--- config.mk ---
export PLATFORM = sky130hd
export DESIGN_NAME = div_sched
export DESIGN_NICKNAME = d
export VERILOG_FILES = /design/src/rtl/div_pkg.sv /design/src/rtl/div_core.sv /design/src/rtl/div_sched.sv
export SDC_FILE = /design/constraint.sdc
export NUM_CORES = 1
export LEC_CHECK = 0
export ABC_AREA = 1
export CORE_ASPECT_RATIO = 2
export CORE_MARGIN = 8
export CORE_UTILIZATION = 48
export CTS_CLUSTER_DIAMETER = 30
export DETAILED_ROUTE_END_ITERATION = 7
export GPL_ROUTABILITY_DRIVEN = 0
export GPL_TIMING_DRIVEN = 0
export HOLD_SLACK_MARGIN = 0.05
export PLACE_DENSITY = 0.76
export SLEW_MARGIN = 25
export SYNTH_ARGS = -nofsm -noshare
export SYNTH_HDL_FRONTEND = slang
export SYNTH_HIERARCHICAL = 1
export SYNTH_SLANG_ARGS = --single-unit
--- constraint.sdc ---
create_clock -name clk -period 3.1 [get_ports clk]
set_input_delay 0.31 -clock clk [delete_from_list [all_inputs] [get_ports clk]]
set_output_delay 0.31 -clock clk [all_outputs]
set_load 0.02 [all_outputs]
--- src/rtl/div_pkg.sv ---
`default_nettype none
// div_pkg: shared widths, FSM encoding and divide-by-zero constant for the divider scheduler.
// Rev 1.0
package div_pkg;
   localparam int DIVIDEND_W = 8;
   localparam int DIVISOR_W  = 4;
   localparam int ITER       = 8;
   localparam int ID_W       = 2;

   localparam logic [DIVIDEND_W-1:0] DIV0_Q = 8'hFF;

   typedef enum logic [1:0] {
      IDLE = 2'd0,
      RUN  = 2'd1,
      RESP = 2'd2
   } state_t;
endpackage
`default_nettype wire

--- src/rtl/div_core.sv ---
`default_nettype none
// div_core: sequential 8-by-4 restoring divider, one quotient bit per step, MSB first.
// Rev 1.0
module div_core
   import div_pkg::*;
(
   input  logic                  clk,
   input  logic                  rst_n,
   input  logic                  load,
   input  logic                  step,
   input  logic [DIVIDEND_W-1:0] dividend,
   input  logic [DIVISOR_W-1:0]  divisor,
   output logic [DIVIDEND_W-1:0] quotient,
   output logic [DIVISOR_W-1:0]  remainder,
   output logic                  last
);
   logic [DIVIDEND_W-1:0] dvd_sh;
   logic [DIVIDEND_W-1:0] q;
   logic [DIVISOR_W-1:0]  dvs;
   logic [DIVISOR_W:0]    p;
   logic [DIVISOR_W:0]    p_shift;
   logic [DIVISOR_W:0]    p_next;
   logic [2:0]            cnt;
   logic                  qbit;

   always_comb begin
      p_shift = {p[DIVISOR_W-1:0], dvd_sh[DIVIDEND_W-1]};
      qbit    = (p_shift >= {1'b0, dvs});
      p_next  = qbit ? (p_shift - {1'b0, dvs}) : p_shift;
   end

   // Results include the step in progress, so they are final in the cycle 'last' is high.
   assign quotient  = {q[DIVIDEND_W-2:0], qbit};
   assign remainder = p_next[DIVISOR_W-1:0];
   assign last      = step && (cnt == 3'(ITER - 1));

   always_ff @(posedge clk or negedge rst_n) begin
      if (!rst_n) begin
         dvd_sh <= '0;
         dvs    <= '0;
         p      <= '0;
         q      <= '0;
         cnt    <= '0;
      end else if (load) begin
         dvd_sh <= dividend;
         dvs    <= divisor;
         p      <= '0;
         q      <= '0;
         cnt    <= '0;
      end else if (step) begin
         dvd_sh <= dvd_sh << 1;
         p      <= p_next;
         q      <= quotient;
         cnt    <= cnt + 3'd1;
      end
   end
endmodule
`default_nettype wire

--- src/rtl/div_sched.sv ---
`default_nettype none
// div_sched: round-robin scheduler sharing one div_core between N_REQ requesters.
// Rev 1.0
module div_sched
   import div_pkg::*;
#(
   parameter int N_REQ = 2
) (
   input  logic                      clk,
   input  logic                      rst_n,
   input  logic [N_REQ-1:0]          req_valid,
   input  logic [DIVIDEND_W*N_REQ-1:0] req_dividend,
   input  logic [DIVISOR_W*N_REQ-1:0]  req_divisor,
   output logic [N_REQ-1:0]          req_ready,
   output logic                      rsp_valid,
   output logic [ID_W-1:0]           rsp_id,
   output logic [DIVIDEND_W-1:0]     rsp_quotient,
   output logic [DIVISOR_W-1:0]      rsp_remainder,
   output logic                      rsp_err,
   input  logic                      rsp_ready,
   output logic                      busy
);
   state_t                state, state_nxt;
   logic [ID_W-1:0]       ptr, ptr_nxt, win_id;
   logic [N_REQ-1:0]      rot, grant;
   logic                  win_found, accept, load, step;
   logic [DIVIDEND_W-1:0] sel_dvd, core_q;
   logic [DIVISOR_W-1:0]  sel_dvs, core_r;
   logic                  core_last;
   int                    off, sum, nxt;

   // Rotate so the pointer lands on bit 0; the first set bit is the winner's offset.
   always_comb begin
      rot       = N_REQ'({req_valid, req_valid} >> ptr);
      win_found = 1'b0;
      off       = 0;
      for (int k = 0; k < N_REQ; k++) begin
         if (!win_found && rot[k]) begin
            win_found = 1'b1;
            off       = k;
         end
      end
      sum = int'(ptr) + off;
      if (sum >= N_REQ) sum = sum - N_REQ;
      win_id = ID_W'(sum);
      nxt    = sum + 1;
      if (nxt >= N_REQ) nxt = 0;
      ptr_nxt = ID_W'(nxt);
      grant   = '0;
      sel_dvd = '0;
      sel_dvs = '0;
      for (int i = 0; i < N_REQ; i++) begin
         if (win_found && (win_id == ID_W'(i))) begin
            grant[i] = 1'b1;
            sel_dvd  = req_dividend[DIVIDEND_W*i +: DIVIDEND_W];
            sel_dvs  = req_divisor[DIVISOR_W*i +: DIVISOR_W];
         end
      end
   end

   always_comb begin
      state_nxt = state;
      accept    = 1'b0;
      load      = 1'b0;
      step      = 1'b0;
      case (state)
         IDLE: begin
            if (win_found) begin
               accept = 1'b1;
               if (sel_dvs != '0) begin
                  load      = 1'b1;
                  state_nxt = RUN;
               end else begin
                  state_nxt = RESP;
               end
            end
         end
         RUN: begin
            step = 1'b1;
            if (core_last) state_nxt = RESP;
         end
         RESP: begin
            if (rsp_ready) state_nxt = IDLE;
         end
         default: state_nxt = IDLE;
      endcase
   end

   always_ff @(posedge clk or negedge rst_n) begin
      if (!rst_n) state <= IDLE;
      else        state <= state_nxt;
   end

   always_ff @(posedge clk or negedge rst_n) begin
      if (!rst_n) begin
         ptr           <= '0;
         rsp_id        <= '0;
         rsp_quotient  <= '0;
         rsp_remainder <= '0;
         rsp_err       <= 1'b0;
      end else begin
         if (accept) begin
            ptr    <= ptr_nxt;
            rsp_id <= win_id;
            if (sel_dvs == '0) begin
               rsp_quotient  <= DIV0_Q;
               rsp_remainder <= sel_dvd[DIVISOR_W-1:0];
               rsp_err       <= 1'b1;
            end
         end
         if (step && core_last) begin
            rsp_quotient  <= core_q;
            rsp_remainder <= core_r;
            rsp_err       <= 1'b0;
         end
      end
   end

   // Gated by rst_n so no grant is offered while reset is held.
   assign req_ready = (state == IDLE && rst_n) ? grant : '0;
   assign rsp_valid = (state == RESP);
   assign busy      = (state != IDLE);

   div_core u_core (
      .clk       (clk),
      .rst_n     (rst_n),
      .load      (load),
      .step      (step),
      .dividend  (sel_dvd),
      .divisor   (sel_dvs),
      .quotient  (core_q),
      .remainder (core_r),
      .last      (core_last)
   );
endmodule
`default_nettype wire

==> flow_summary.yaml, run 1 <==
sta:
  tightest_slew_ps: 531
  rsz0062_at_grt: "true"
  report.final.slew_viol_count: 0
  fin_crit_sh_pct: 103
  finalCriticalPeriod_ps: 3190
  setup_ws_ps: -88.9
  setup_violations: 29
  slew_headroom_pct: 64.6
  skew_ps: 6.55
  tns_ps: -1190
  final-hold-violation-count: 0
  fmax_mhz: 314
yosys:
  synth_top_area_share_pct: 39.4
  async_flop_share_pct: 100
  avgSynthCellArea_sq_um: 7.84
  synth_edf_count: 0
  synth_area_leaders: "dfrtp_1, nand2_1, nand3_1, ha_1, inv_1"
  yosys_register_bits: 45
  yosysWarnings: 6
  yosysUniqueCellTypes: 37
  syn_inst: 365
  synthesis.nets: 414
  ys.flop_type: "dfrtp_1"
  synth.cell_area_sq_um: 2860
  seq_area_frac_synth_pct: 39.4
  yosys.area.top_type: "dfrtp_1"
worst_setup_path:
  cp.arrival_ps: 3370
  critical_path_required_ps: 3280
  worstReg2RegStart: "ptr[0]"
  path_max_fanout: 8
  reg2reg_slack_ps: -90
  worst_r2r_endpoint: "rsp_quotient[3]"
  endpoint_kind: "register"
  crit_path_start_kind: "register"
  reg2regPathDepth: 22
  crit_path_start: "ptr[0]"
  worstSetupPathType: "register to register"
clocking:
  worstSkewPairLatency_ps: 290
  path_clk_slew_ps: 60
  cts.sinks: 45
  numCtsBuffers: 5
  cts_tree: "built"
  htreeDepth: 2
  cts_max_path_buffers: 2
  cts-root-buf: "clkbuf_16"
outcome:
  violations: "setup timing"
  status: "complete, but fails checks"
worst_hold_path:
  hold_class: "register to register"
  min_to: "u_core/q[6]"
  min_path_cells: 2
  min_from: "u_core/q[6]"
power:
  switching_power_mw: 2.06
  p_per_area_nw_per_um2: 1100
  seq_power_share_pct: 21.3
  power_mw: 4.55
  p_leak_nw: 2.02
  switching_share_pct: 45.3
  intPower_mw: 2.49
  ir_drop_mv: 0.813
  clockPowerShare_pct: 12.0
  combPwrFrac_pct: 66.7
die:
  die_area_sq_um: 8840
  initial_core_util_pct: 48.4
  die_y_um: 125
  std_cell_rows: 40
  die_w_um: 70.6
  pin_count: 48
  coreArea_sq_um: 5910
place:
  dpl.hpwl_um: 5550
  port_buffers: 47
  place_area_sq_um: 3460
  dp_cells: 476
layout:
  fin_nets: 501
  layout_common_cells: "nand2_1, nand3_1, dfrtp_1"
  fin_area_sq_um: 4140
  syn_to_final_growth_pct: 44.6
  final_common_cell: "nand2_1"
  antennaDiodeCount: 0
  stdcell_count: 516
  layout-drive-gt1-share_pct: 30.9
route:
  ant_nets: 0
  vias: 2795
  wl_um: 8290
  via_per_inst: 5.42
  drtPass1Iterations: 4
  drc: 0
  wire_per_inst_um: 16.1
  drtIter0Drc: 180
global_route:
  track_usage_pct: 18.1
  grt_overflow: 0
  antenna_found_initial: 0
  grt_pass1_vias: 2788
  grt_pass1_wl_um: 13200
  grt_max_degree: 26
flow_run:
  max_cap_viol_count: 0
synthesized netlist by cell type, types with 2 or more instances:
| cell type | instances |
|---|---|
| buf_6 | 2 |
| buf_2 | 8 |
| a22o_1 | 2 |
| nand2_1 | 91 |
| nand2_4 | 2 |
| nand3b_1 | 3 |
| o21ai_1 | 9 |
| inv_1 | 44 |
| o21ai_2 | 4 |
| o211ai_1 | 7 |
| nor2_2 | 3 |
| or2_2 | 9 |
| nand2_2 | 8 |
| o21ai_0 | 12 |
| a21oi_2 | 2 |
| dfrtp_1 | 45 |
| nor3_1 | 3 |
| o22ai_1 | 6 |
| inv_2 | 5 |
| and2_1 | 2 |
| nor2_1 | 12 |
| nand3_1 | 52 |
| ha_1 | 19 |
| buf_4 | 2 |
flip-flops by register name, summed over array words and instances, names as in the netlist:
name           cells
state              2
u_core/cnt         3
ptr                2
u_core/dvd_sh      8
u_core/p           4
u_core/dvs         4
rsp_err            1
rsp_quotient       8
u_core/q           7
rsp_id             2
rsp_remainder      4
worst max path at each step:
stage          cells past startpoint                to
5_1_grt                           24  u_core/dvd_sh[5]
2_1_floorplan                     24     u_core/cnt[0]
4_1_cts                           26       u_core/p[0]
3_3_place_gp                      25       u_core/q[2]
6_report                          22   rsp_quotient[3]
3_5_place_dp                      26       u_core/q[2]
routing by layer:
layer	up-vias	global-route usage (%)	part of all wire, %	wire [um]
met2	73	32.1	54	4460
li1	1356	-	-	-
met5	-	0	0	0
met4	0	7.79	1.6	129
met1	1356	19.6	39	3250
met3	10	4.24	5.5	452
timing repair:
item / 4_1_cts / 5_1_grt
pin swaps: 17 / 18
resized for setup: 55 / 39
buffers inserted: 23 / 7
gates cloned: 0 / 2
hold endpoints to repair: 20 / 0
setup endpoints to repair: 41 / 44
hold buffers: 1 / 0
per-stage QoR:
step                utilization (%)  hold slack (ps)  setup slack [ps]
floorplan                         -             14.4              15.5
global placement               58.3              469              -693
detailed placement             58.6              313              -854
CTS                            67.1              488             -15.8
global route                   70.0              517              -236
finish                         70.0              492             -88.9
final cells by class:
class	count	area, sq um
plain buffers	12	108
clock buffers	6	139
clock inverters	2	13.8
fillers	449	1770
inverters	50	210
multi-input cells	257	1700
flip-flops and latches	45	1130
well taps	63	78.8
repair buffers	81	758
power groups by stage:
stage | sequential, mW | combinational [mW] | clock, mW
6_report | 0.972 | 3.04 | 0.545
5_1_grt | 0.998 | 3.32 | 0.572
4_1_cts | 0.966 | 2.73 | 0.551
3_5_place_dp | 0.972 | 2.26 | 0
3_3_place_gp | 0.956 | 2.18 | 0
2_1_floorplan | 1.05 | 1.55 | 0
logic make-up after synthesis:
logic type,count (synthesis),share of synthesized area (%)
xor+xnor,1,0.306
compound gates,45,9.97
buf+inv,63,9.40
other cells,1,0.131
flops,45,39.4
simple gates,190,31.8
fa+ha+maj,20,9.01
worst max-delay path, stage by stage, from the launching register on:
cell	delay, ps
dfrtp_2	450
inv_2	110
nand2_2	60
nand2_2	70
a21boi_4	190
ha_4	170
inv_4	40
ha_4	300
nand3_4	70
nand3_2	80
o21ai_4	70
inv_2	90
ha_4	220
nor2_1	70
nand3_1	110
nand2_2	90
nor2_4	140
buf_4	120
buf_4	90
nand3_2	150
buf_2	240
nand3_1	80
nand2_1	60
Note: power is estimated with default switching activity, not from simulation.
==> inputs of run 2 (changes only) <==
--- a/config.mk
+++ b/config.mk
@@ -8,13 +8,14 @@
 export ABC_AREA = 1
 export CORE_ASPECT_RATIO = 2
 export CORE_MARGIN = 8
-export CORE_UTILIZATION = 48
-export CTS_CLUSTER_DIAMETER = 30
+export CORE_UTILIZATION = 50
+export CTS_BUF_LIST = sky130_fd_sc_hd__clkbuf_2
+export CTS_CLUSTER_DIAMETER = 200
 export DETAILED_ROUTE_END_ITERATION = 7
 export GPL_ROUTABILITY_DRIVEN = 0
 export GPL_TIMING_DRIVEN = 0
 export HOLD_SLACK_MARGIN = 0.05
-export PLACE_DENSITY = 0.76
+export PLACE_DENSITY = 0.79
 export SLEW_MARGIN = 25
 export SYNTH_ARGS = -nofsm -noshare
 export SYNTH_HDL_FRONTEND = slang
==> constraint.sdc (replaced) <==
create_clock -name clk -period 3.1 [get_ports clk]
set_input_delay 0.93 -clock clk [delete_from_list [all_inputs] [get_ports clk]]
set_output_delay 0.93 -clock clk [all_outputs]
set_load 0.02 [all_outputs]
==> flow_summary.yaml, run 2 (synthesis gave the netlist of run 1 again) <==
outcome:
  status: "complete, but fails checks"
  violations: "setup timing"
global_route:
  groute.layer.met1.usage_pct: 20.4
  grt_max_degree: 28
  grt_pass1_vias: 2860
  antenna_found_initial: 0
  gr-max-usage-layer: "met2"
  grt_use_met3_pct: 3.29
  use_met2_pct: 33.2
  grt_overflow: 0
  grt_pass1_wl_um: 13100
  track_usage_pct: 18.3
clocking:
  cts_tree: "built"
  htreeDepth: 2
  path_clk_slew_ps: 200
  cts_hold_buf: 0
  cts.sinks: 45
  numCtsBuffers: 5
  cts-root-buf: "clkbuf_2"
  cts_max_path_buffers: 2
  worstSkewPairLatency_ps: 400
layout:
  syn_to_final_growth_pct: 45.2
  layout-drive-gt1-share_pct: 31.3
  stdcell_count: 512
  reg_top3: "rsp_quotient (8), u_core/dvd_sh (8), u_core/q (7)"
  final_common_cell: "nand2_1"
  fin_nets: 499
  layout_common_cells: "nand2_1, dfrtp_1, nand3_1, clkdlybuf4s50_1, inv_1"
  nFillCells: 369
  antennaDiodeCount: 0
  fin_area_sq_um: 4150
sta:
  fmax_mhz: 266
  setup_ws_ps: -663
  rsz0062_at_grt: "true"
  fin_crit_sh_pct: 121
  final-hold-violation-count: 0
  setup_violations: 44
  holdWs_ps: 444
  finalCriticalPeriod_ps: 3760
  report.final.slew_viol_count: 0
  skew_ps: 5.22
route:
  ant_nets: 0
  drtIter0Drc: 194
  drtPass1Iterations: 5
  wire_per_inst_um: 16.5
  via_per_inst: 5.53
  wl_um: 8430
  drc: 0
  vias: 2833
die:
  std_cell_rows: 39
  die_w_um: 69.5
  coreArea_sq_um: 5610
  initial_core_util_pct: 51.0
  die_y_um: 123
  pin_count: 48
  die_area_sq_um: 8540
power:
  p_per_area_nw_per_um2: 1040
  ir_drop_mv: 0.871
  p_leak_nw: 2.00
  power_mw: 4.32
place:
  dpl.hpwl_um: 5420
  port_buffers: 47
  dp_cells: 474
  place_area_sq_um: 3540
worst_setup_path:
  slowest_delay_ps: 280
  critical_path_required_ps: 2170
  crit_slowest_cell: "ha_4"
  path_cells: "buf_8 -> inv_6 -> nand2_4 -> nand2_2 -> a21boi_4 -> ha_4 -> inv_4 -> ha_4 -> nand3_4 -> nand3_4 -> o21ai_4 -> inv_2 -> buf_4 -> ha_4 -> nand2_8 -> nor3_4 -> buf_6"
  crit_path_start_kind: "input port"
  cp.arrival_ps: 2830
  worstSetupPathType: "input port to primary output"
  worstReg2RegStart: "ptr[0]"
  endpoint_kind: "primary output"
  cpMostUsedCell: "ha_4"
  crit_path_start: "req_valid[1]"
  path_max_fanout: 3
flow_run:
  max_cap_viol_count: 0
worst_hold_path:
  hold_class: "input port to async pin"
==> run 2: cell types whose count changed in the layout (fill, tap and decap cells not counted), sizes merged <==
cell,before,now
buf,47,49
clkbuf,6,5
clkdlybuf4s15,1,0
clkinv,3,5
dlygate4sd2,2,0
dlygate4sd3,1,0
inv,49,48
==> run 2: timing repair <==
item / 4_1_cts / 5_1_grt
buffers inserted: 17 / 12
resized for setup: 67 / 43
hold endpoints to repair: 0 / 0
gates cloned: 3 / 0
endpoints found under the setup margin: 45 / 45
pin swaps: 9 / 18
==> run 2: cell type report <==
class	count	area (sq um)	share of cell area, %
buffer	12	115	2.77
clock buffer	5	25.0	0.602
clock inverter	3	12.5	0.301
inverter	50	228	5.48
multi-input combinational	257	1800	43.3
sequential	45	1130	27.1
tap	61	76.3	1.84
timing repair buffer	79	773	18.6
==> run 2: layer usage <==
metal | vias to the layer above | routed length (um)
li1 | 1357 | -
met1 | 1353 | 3390
met2 | 102 | 4360
met3 | 21 | 451
met4 | 0 | 231
met5 | - | 0
==> run 2: power breakdown <==
part	internal (mW)	switching (mW)	total (mW)
sequential	0.831	0.132	0.963
clock	0.0494	0.176	0.225
combinational	1.37	1.77	3.13
==> run 2: worst paths after layout <==
| path | end | slack (ps) | cells past startpoint |
|---|---|---|---|
| worst min-delay path | rsp_id[1] | 440 | 1 |
| worst min register to register | u_core/q[6] | 510 | 2 |
| worst max-delay path | req_ready[0] | -660 | 17 |
| worst max register to register | u_core/dvd_sh[3] | -320 | 23 |
| min in group clk | u_core/q[6] | 510 | 2 |
| max in group asynchronous | u_core/q[6] | 2160 | 2 |
==> run 2: worst max-delay path: cells and delay by family <==
kind | cells | cell delay (ps)
and+or+nand+nor | 6 | 460
buffers and inverters | 6 | 540
adders and majority gates | 3 | 620
AOI/OAI and AO/OA | 2 | 270
==> run 2: stage by stage <==
stage / setup TNS (ps) / setup slack (ps) / utilization [%]
finish: -10490 / -663 / 74.0
global route: -14750 / -767 / 74.0
CTS: -9090 / -618 / 69.6
detailed placement: -57640 / -1890 / 63.1
global placement: -56150 / -1950 / 62.9
floorplan: -10470 / -573 / -
==> inputs of run 3 (changes only) <==
--- a/config.mk
+++ b/config.mk
@@ -5,12 +5,10 @@
 export SDC_FILE = /design/constraint.sdc
 export NUM_CORES = 1
 export LEC_CHECK = 0
-export ABC_AREA = 1
 export CORE_ASPECT_RATIO = 2
 export CORE_MARGIN = 8
 export CORE_UTILIZATION = 50
 export CTS_BUF_LIST = sky130_fd_sc_hd__clkbuf_2
-export CTS_CLUSTER_DIAMETER = 200
 export DETAILED_ROUTE_END_ITERATION = 7
 export GPL_ROUTABILITY_DRIVEN = 0
 export GPL_TIMING_DRIVEN = 0
==> flow_summary.yaml, run 3 <==
worst_setup_path:
  cp_top_family: "simple AND/OR/NAND/NOR gates"
  path_max_fanout: 8
  slowest_delay_ps: 650
  reg2regPathDepth: 17
  worstSetupPathType: "input port to register"
  crit_path_start: "req_valid[1]"
  endpoint_kind: "register"
  path_buf_inv: 5
  worst_r2r_endpoint: "ptr[0]"
  path_cells: "buf_8 -> inv_6 -> nand4_1 -> o31ai_4 -> ha_4 -> inv_4 -> ha_4 -> buf_4 -> nand2_1 -> nor3_2 -> nand2_2 -> buf_4 -> ha_1 -> nor2_1 -> nand4_1 -> nor4b_2 -> a21oi_2 -> o31ai_1"
  crit_slowest_cell: "nor3_2"
  cp.arrival_ps: 4280
  crit_path_start_kind: "input port"
  reg2reg_slack_ps: -770
  critical_path_required_ps: 3450
  worstReg2RegStart: "ptr[1]"
outcome:
  violations: "setup timing"
  status: "complete, but fails checks"
yosys:
  yosysUniqueCellTypes: 57
  ys_top_cells_by_count: "dfrtp_1, nor2_1, nand2_1"
  synth_top_area_share_pct: 41.0
  yosys_register_bits: 45
  seq_area_frac_synth_pct: 41.0
  yosysWarnings: 6
  ys.flop_type: "dfrtp_1"
  async_flop_share_pct: 100
  avgSynthCellArea_sq_um: 9.38
  synth.cell_area_sq_um: 2750
  yosysMostFrequentCell: "dfrtp_1"
  synthesis.nets: 342
  syn_inst: 293
  synth_area_leaders: "dfrtp_1, ha_1, mux2i_1, nor2_1, nand2_1"
  yosys.area.top_type: "dfrtp_1"
  synth_edf_count: 0
route:
  wl_um: 8580
  via_per_inst: 5.88
  highest_layer: "met4"
  drtPass1Iterations: 4
  wl_met2_um: 4770
  wire_per_inst_um: 19.0
  vias: 2656
  drtIter0Drc: 164
  wl_met1_um: 2970
  drc: 0
  met3_length_um: 340
  ant_nets: 0
sta:
  finalCriticalPeriod_ps: 3930
  fmax_mhz: 255
  slew_headroom_pct: 42.1
  fin_crit_sh_pct: 127
  report.final.slew_viol_count: 0
  tightest_slew_ps: 863
  setup_ws_ps: -827
  rsz0062_at_grt: "true"
  setup_violations: 43
  final-hold-violation-count: 0
  skew_ps: 38.2
  tns_ps: -12110
clocking:
  htreeDepth: 2
  worstSkewPairLatency_ps: 440
  cts_hold_buf: 0
  cts-root-buf: "clkbuf_2"
  numCtsBuffers: 5
  cts.sinks: 45
  cts_tree: "built"
  cts_max_path_buffers: 2
  path_clk_slew_ps: 240
power:
  p_leak_nw: 1.82
  ir_drop_mv: 1.04
  p_per_area_nw_per_um2: 1090
layout:
  nFillCells: 361
  multi_input_area_sq_um: 1770
  layout-drive-gt1-share_pct: 33.0
  layout_common_cells: "dfrtp_1, clkdlybuf4s50_1, buf_4"
  fin_nets: 439
  reg_top3: "rsp_quotient (8), u_core/dvd_sh (8), u_core/q (7)"
  syn_to_final_growth_pct: 50.5
  final_core_util_pct: 77.0
  fin_area_sq_um: 4140
  seq_area_sq_um: 1130
  final_common_cell: "dfrtp_1"
die:
  die_w_um: 68.4
  std_cell_rows: 38
  die_area_sq_um: 8270
  pin_count: 48
  die_y_um: 121
  initial_core_util_pct: 51.2
  coreArea_sq_um: 5370
global_route:
  grt_max_degree: 33
  grt_pass1_wl_um: 12200
  grt_pass1_vias: 2679
  antenna_found_initial: 1
  track_usage_pct: 19.4
  grt_overflow: 0
place:
  dpl.hpwl_um: 5310
  place_area_sq_um: 3370
  port_buffers: 47
worst_hold_path:
  hold_class: "input port to async pin"
flow_run:
  max_cap_viol_count: 0
-- run 3: report_power, final --
| part | internal (mW) | switching (mW) |
|---|---|---|
| registers | 0.795 | 0.146 |
| clock network | 0.141 | 0.199 |
| logic | 1.62 | 1.62 |
-- run 3: worst max-delay path by stage --
stage	end	cells past startpoint
6_report	ptr[0]	18
5_1_grt	ptr[0]	18
4_1_cts	req_ready[1]	15
3_5_place_dp	req_ready[1]	16
3_3_place_gp	req_ready[1]	16
2_1_floorplan	req_ready[1]	14
-- run 3: cells by family (layout without fill, tap and decap cells) --
kind of cell | after synthesis | count (layout) | share of synthesized area, %
other | 1 | 2 | 0.136
xor gates and xnor gates | 2 | 2 | 0.637
muxes | 16 | 16 | 5.87
buffers and inverters | 33 | 131 | 5.64
adders and majority gates | 20 | 20 | 9.38
and+or+nand+nor | 99 | 99 | 17.2
AOI/OAI and AO/OA | 77 | 77 | 20.2
DFF | 45 | 45 | 41.0
-- run 3: worst register-to-register path, delay by kind of cell, from the launching register on --
family / cells / cell delay (ps)
simple gates: 7 / 1630
buf+inv: 4 / 450
flops: 1 / 490
fa+ha+maj: 3 / 650
compound gates: 3 / 550
-- run 3: routing by layer --
metal,track usage [%],vias to the layer above
met3,3.33,41
li1,-,1238
met2,34.0,92
met5,0,-
met4,14.8,0
met1,18.7,1285
-- run 3: layout make-up --
class | count | area share (%)
clock buffer | 6 | 0.726
inverter | 19 | 2.09
clock inverter | 2 | 0.937
timing repair buffer | 94 | 22.3
buffer | 10 | 2.03
multi-input combinational | 215 | 42.8
sequential | 45 | 27.3
tap | 60 | 1.81
antenna | 1 | 0.0605
-- run 3: what timing repair did --
| action | 4_1_cts | 5_1_grt |
|---|---|---|
| endpoints found under the setup margin | 45 | 44 |
| resized for setup | 52 | 61 |
| pin swaps | 7 | 17 |
| cloned | 0 | 3 |
| setup buffers | 30 | 18 |
-- run 3: stage by stage --
stage | setup slack, ps | hold slack, ps | power (mW) | std cells
2_1_floorplan | -690 | 470 | 2.51 | 293
3_3_place_gp | -1990 | 477 | 3.02 | 400
3_5_place_dp | -2030 | 482 | 3.09 | 401
4_1_cts | -789 | 363 | 3.96 | 438
5_1_grt | -953 | 371 | 4.79 | 452
6_report | -827 | 350 | 4.52 | 452
